### src/rtl/bit_run_extractor_if.sv
// Word-in / run-out handshake bundle for bit_run_extractor.
// slave is the extractor's view; master is the producer/consumer side.
interface bit_run_extractor_if #(
   parameter int WORD_WIDTH = 8
);
   localparam int INDEX_WIDTH  = $clog2(WORD_WIDTH);
   localparam int LENGTH_WIDTH = $clog2(WORD_WIDTH + 1);

   logic                    input_valid;
   logic                    input_ready;
   logic [WORD_WIDTH-1:0]   input_data;
   logic                    output_valid;
   logic                    output_ready;
   logic [WORD_WIDTH-1:0]   output_mask;
   logic [INDEX_WIDTH-1:0]  output_start;
   logic [LENGTH_WIDTH-1:0] output_length;
   logic                    output_last;
   logic                    output_empty;

   modport slave (
      input  input_valid, input_data, output_ready,
      output input_ready, output_valid, output_mask, output_start,
             output_length, output_last, output_empty
   );

   modport master (
      output input_valid, input_data, output_ready,
      input  input_ready, output_valid, output_mask, output_start,
             output_length, output_last, output_empty
   );
endinterface

### src/rtl/bit_run_extractor.sv
// Splits a captured word into its contiguous runs of set bits, LSB first,
// one registered beat (mask, start, length) per cycle.
//
// state | meaning
// IDLE  | waiting for a word; input_ready high one edge after reset/last beat
// EMIT  | presenting runs of the held word; input ignored
module bit_run_extractor #(
   parameter int WORD_WIDTH   = 8,
   parameter bit RUN_POLARITY = 1'b0
) (
   input  logic              clock,
   input  logic              reset_n,
   bit_run_extractor_if.slave bus
);
   localparam int INDEX_WIDTH  = $clog2(WORD_WIDTH);
   localparam int LENGTH_WIDTH = $clog2(WORD_WIDTH + 1);

   typedef enum logic {IDLE, EMIT} state_t;

   state_t                  state;
   logic [WORD_WIDTH-1:0]   rem;

   logic [WORD_WIDTH-1:0]   src;
   logic [WORD_WIDTH-1:0]   lowbit;
   logic [WORD_WIDTH-1:0]   cleared;
   logic [WORD_WIDTH-1:0]   run;
   logic [INDEX_WIDTH-1:0]  start;
   logic [LENGTH_WIDTH-1:0] length;

   // In IDLE the step is evaluated on the incoming word so beat 1 is ready
   // right after the capture edge; in EMIT it works on the held remainder.
   always_comb begin
      src     = (state == IDLE) ? (bus.input_data ^ {WORD_WIDTH{RUN_POLARITY}}) : rem;
      lowbit  = src & (-src);
      cleared = (lowbit + src) & src;
      run     = src ^ cleared;
      start   = '0;
      for (int i = WORD_WIDTH - 1; i >= 0; i--) begin
         if (src[i]) start = INDEX_WIDTH'(i);
      end
      length = '0;
      for (int i = 0; i < WORD_WIDTH; i++) begin
         length = length + LENGTH_WIDTH'(run[i]);
      end
   end

   always_ff @(posedge clock or negedge reset_n) begin
      if (!reset_n) begin
         state             <= IDLE;
         rem               <= '0;
         bus.input_ready   <= 1'b0;
         bus.output_valid  <= 1'b0;
         bus.output_mask   <= '0;
         bus.output_start  <= '0;
         bus.output_length <= '0;
         bus.output_last   <= 1'b0;
         bus.output_empty  <= 1'b0;
      end else begin
         case (state)
            IDLE: begin
               bus.input_ready <= 1'b1;
               if (bus.input_valid && bus.input_ready) begin
                  state             <= EMIT;
                  bus.input_ready   <= 1'b0;
                  bus.output_valid  <= 1'b1;
                  bus.output_mask   <= run;
                  bus.output_start  <= start;
                  bus.output_length <= length;
                  bus.output_last   <= (cleared == '0);
                  bus.output_empty  <= (src == '0);
                  rem               <= cleared;
               end
            end
            EMIT: begin
               if (bus.output_valid && bus.output_ready) begin
                  if (bus.output_last) begin
                     state             <= IDLE;
                     bus.input_ready   <= 1'b1;
                     bus.output_valid  <= 1'b0;
                     bus.output_mask   <= '0;
                     bus.output_start  <= '0;
                     bus.output_length <= '0;
                     bus.output_last   <= 1'b0;
                     bus.output_empty  <= 1'b0;
                     rem               <= '0;
                  end else begin
                     bus.output_mask   <= run;
                     bus.output_start  <= start;
                     bus.output_length <= length;
                     bus.output_last   <= (cleared == '0);
                     bus.output_empty  <= 1'b0;
                     rem               <= cleared;
                  end
               end
            end
            default: state <= IDLE;
         endcase
      end
   end
endmodule

### src/flat_wrapper.sv
// flat-port wrapper written by rule: the top's interface ports become plain ports
module bit_run_extractor_flat 
#(
   parameter int WORD_WIDTH   = 8,
   parameter bit RUN_POLARITY = 1'b0
)
  (clock, reset_n, bus_input_valid, bus_input_data, bus_output_ready, bus_input_ready, bus_output_valid, bus_output_mask, bus_output_start, bus_output_length, bus_output_last, bus_output_empty);
  bit_run_extractor_if #(.WORD_WIDTH(WORD_WIDTH)) bus_i ();
  input  logic clock;
  input  logic reset_n;
  input wire logic [$bits(bus_i.input_valid)-1:0] bus_input_valid;
  input wire logic [$bits(bus_i.input_data)-1:0] bus_input_data;
  input wire logic [$bits(bus_i.output_ready)-1:0] bus_output_ready;
  output wire logic [$bits(bus_i.input_ready)-1:0] bus_input_ready;
  output wire logic [$bits(bus_i.output_valid)-1:0] bus_output_valid;
  output wire logic [$bits(bus_i.output_mask)-1:0] bus_output_mask;
  output wire logic [$bits(bus_i.output_start)-1:0] bus_output_start;
  output wire logic [$bits(bus_i.output_length)-1:0] bus_output_length;
  output wire logic [$bits(bus_i.output_last)-1:0] bus_output_last;
  output wire logic [$bits(bus_i.output_empty)-1:0] bus_output_empty;
  assign bus_i.input_valid = bus_input_valid;
  assign bus_i.input_data = bus_input_data;
  assign bus_i.output_ready = bus_output_ready;
  assign bus_input_ready = bus_i.input_ready;
  assign bus_output_valid = bus_i.output_valid;
  assign bus_output_mask = bus_i.output_mask;
  assign bus_output_start = bus_i.output_start;
  assign bus_output_length = bus_i.output_length;
  assign bus_output_last = bus_i.output_last;
  assign bus_output_empty = bus_i.output_empty;
  bit_run_extractor #(.WORD_WIDTH(WORD_WIDTH), .RUN_POLARITY(RUN_POLARITY)) u_core (.clock(clock), .reset_n(reset_n), .bus(bus_i));
endmodule
### config.mk
export PLATFORM = sky130hd
export DESIGN_NAME = bit_run_extractor_flat
export DESIGN_NICKNAME = d
export VERILOG_FILES = /design/src/rtl/bit_run_extractor_if.sv /design/src/rtl/bit_run_extractor.sv /design/src/flat_wrapper.sv
export SDC_FILE = /design/constraint.sdc
export NUM_CORES = 1
export LEC_CHECK = 0
export ABC_AREA = 1
export BUFFER_PORTS_ARGS = -buffer_cell sky130_fd_sc_hd__buf_2
export CORE_ASPECT_RATIO = 1.2
export CORE_MARGIN = 2
export CORE_UTILIZATION = 40
export DETAILED_ROUTE_END_ITERATION = 10
export GPL_ROUTABILITY_DRIVEN = 1
export HOLD_SLACK_MARGIN = 0.08
export PLACE_DENSITY_LB_ADDON = 0.2
export SLEW_MARGIN = 15
export SYNTH_ARGS = -nofsm -noshare
export SYNTH_HDL_FRONTEND = slang
export SYNTH_SLANG_ARGS = --single-unit
### constraint.sdc
create_clock -name clock -period 5.1 [get_ports clock]
set_clock_uncertainty 0.2 [all_clocks]
set_input_delay 0.51 -clock clock [delete_from_list [all_inputs] [get_ports clock]]
set_output_delay 0.51 -clock clock [all_outputs]
set_load 0.005 [all_outputs]
==> flow_metrics.tcl <==
set metrics [dict create \
    syn_nets 259 \
    detail_route.wirelength.met1_um 2040 \
    pin_count 31 \
    r2r-end "u_core.bus.output_length[2]" \
    setup_tns_ps 0 \
    die-width_um 67.3 \
    rrSetupSlack_ps 610 \
    routabilityCongestion 0.887 \
    clk_pin_slew_ps 100 \
    synthMostInstantiatedCell "nand2_1" \
    post_cts_resized 0 \
    syn_area_um2 1920 \
    drt-total-wl_um 4370 \
    synth_area_leaders "dfrtp_1 35%, nand2_1 13%, ha_1 4.6%, inv_1 4.5%, fa_1 4.2%" \
    die_area_um2 5380 \
    drt_pass1_iterations 4 \
    antenna_found_initial 0 \
    synth_top_family_by_area "simple AND/OR/NAND/NOR gates" \
    finalInstanceArea_um2 2150 \
    track_usage_pct 18.2 \
    cp.required_ps 5060 \
    r2r-start "u_core.state" \
    core-area_um2 4590 \
    synth_top_area_share_pct 35.1 \
    crit_path_start "u_core.state" \
    start_util_pct 41.9 \
    end_kind "register" \
    synth_xor_area_share_pct 0.455 \
    multiInputGateArea_um2 1080 \
    worst-setup-path-type "register to register" \
    drive_above_1_share_pct 27.1 \
    vias_per_cell 4.84 \
    routed.top_layer "met4" \
    wl_per_cell_um 13.5 \
    drt_iter0_drc 43 \
    fmax_ghz 0.223 \
    dpl.hpwl_um 3380 \
    num_rows 27 \
    ys_async_sr_fraction_pct 100 \
    slew_headroom_pct 57.5 \
    dp_slack_ps 604 \
    synth_flop_cell "dfrtp_1" \
    ys_warn_count 0 \
    vias 1568 \
    cts.sinks 27 \
    ff_latch_area_um2 676 \
    endpoint "u_core.bus.output_length[2]" \
    yosysSeqAreaShare_pct 35.1 \
    grt_remaining_overflow 0 \
    synthTopCellsByCount "69 x nand2_1, 27 x dfrtp_1, 23 x inv_1, 15 x nor2_1, 12 x nand3_1" \
    met3WireLength_um 158 \
    num_antenna_cells 0 \
    io_buffers 30 \
    fin_crit_ps 4490 \
    ys_types 33 \
    grt_pass1_wl_um 7480 \
    wl_met2_um 2150 \
    worst-path-max-fanout 16 \
    synth_seq_cells 27 \
    yosysTopAreaCell "dfrtp_1" \
    nFillCells 495 \
    synth_compound_area_share_pct 9.82 \
    hold_class "register to register" \
    die_h_um 80.0 \
    vdd.ir_drop.worst_mv 0.334 \
    fin_nets 290 \
    power_density_nw_per_um2 653 \
    p_leak_nw 1.13 \
    cts_tree "yes" \
    holdWs_ps 286 \
    fin_util_pct 46.7 \
    finalHoldViolations 0 \
    cap_violations 0 \
    setup_ws_ps 607 \
    power_mw 1.40 \
    avgSynthCellArea_um2 8.15 \
    crit_arrival_ps 4450 \
    drtAntennaViolNets 0 \
    drv_slew 0 \
    synthSimpleGateAreaFrac_pct 37.2 \
    startpoint_type "register" \
    synthMuxAreaShare_pct 0 \
    first_global_vias 1587 \
    syn2layout_area_growth_pct 11.6 \
    tightestPinTransition_ps 637 \
    setup_viol 0 \
    syn_inst 236 \
    synth_edf_count 0 \
    dp.cells 319 \
    placed_area_um2 2090 \
    drc_errors 0 \
    clkLatencyLatePin_ps 270 \
    grt_max_degree 28 \
    synthAdderAreaFrac_pct 8.72 \
    grt_setup_unrepaired "false" \
    clock_path_buffers 2 \
    fin_crit_sh_pct 88.1 \
    ctsHtreeMaxLevel 1 \
    root_buffer "clkbuf_8" \
    run_status "finished clean" \
    reg2reg_depth 17 \
    cts_buffers 3 \
    instances_no_fill 324 \
]
==> kinds of logic after synthesis <==
family	after synthesis
simple gates	133
flops	27
buf+inv	33
xor+xnor	1
fa+ha+maj	11
compound gates	31
==> how the worst min path moves through the flow <==
stage,from,slack [ps],cells past startpoint,endpoint
floorplan,reset_n,10,0,u_core.bus.input_ready
global placement,u_core.bus.output_mask[6],270,2,u_core.bus.output_mask[6]
detailed placement,u_core.bus.output_mask[6],260,2,u_core.bus.output_mask[6]
CTS,u_core.bus.output_mask[6],290,2,u_core.bus.output_mask[6]
global route,u_core.bus.output_mask[7],320,2,u_core.bus.output_mask[7]
finish,u_core.bus.output_mask[6],290,2,u_core.bus.output_mask[6]
==> worst max-delay path, stage by stage (launching register included) <==
cell,delay [ps]
dfrtp_1,710
inv_6,180
nand2_1,120
nand2_2,130
ha_1,280
nand3_1,170
nand2_1,90
inv_1,70
nand3_1,110
nand2_1,80
nand2_1,80
fa_1,490
inv_1,60
fa_1,500
fa_1,470
fa_1,390
xnor2_1,150
o21ai_0,100
==> final cells by class <==
cell class	count	area share, %
Inverter	28	5.25
Sequential cell	27	31.5
Tap cell	58	3.38
Clock buffer	4	2.10
Multi-Input combinational cell	176	50.3
Timing Repair Buffer	31	7.46
==> cells in the final DEF (no fill, tap or decap), drive strengths merged <==
cell type and instances:
nand2 88, buf 30, inv 28, dfrtp 27, nor2 24, nand3 17
o21ai 15, ha 7, a21oi 6, o22ai 4, fa 4, clkbuf 4
a22o 3, nand4 2, nor3 2, o21a 1, a31oi 1, o31ai 1
xnor2 1, dlygate4sd3 1
==> state kept, by name (all words and copies together) (netlist names) <==
signal,count
u_core.bus.output_mask,8
u_core.rem,7
u_core.bus.output_length,4
u_core.bus.output_start,3
u_core.bus.input_ready,1
u_core.bus.output_empty,1
u_core.bus.output_last,1
u_core.bus.output_valid,1
u_core.state,1
==> routing by layer <==
metal	vias to the layer above	track usage [%]
met3	4	2.40
li1	810	-
met1	727	23.8
met4	0	3.06
met5	-	0
met2	27	32.1
==> timing repair <==
| item | CTS | global route |
|---|---|---|
| hold buffers | 1 | 0 |
| endpoints found under the hold margin | 27 | 0 |
| endpoints found under the setup margin | 0 | 0 |
| buffers inserted | 0 | 0 |
==> power by group <==
part	switching [mW]	total [mW]	internal, mW
logic	0.591	0.931	0.340
registers	0.0574	0.345	0.287
clock network	0.0704	0.126	0.0561
Power figures use the tool's default switching activity.
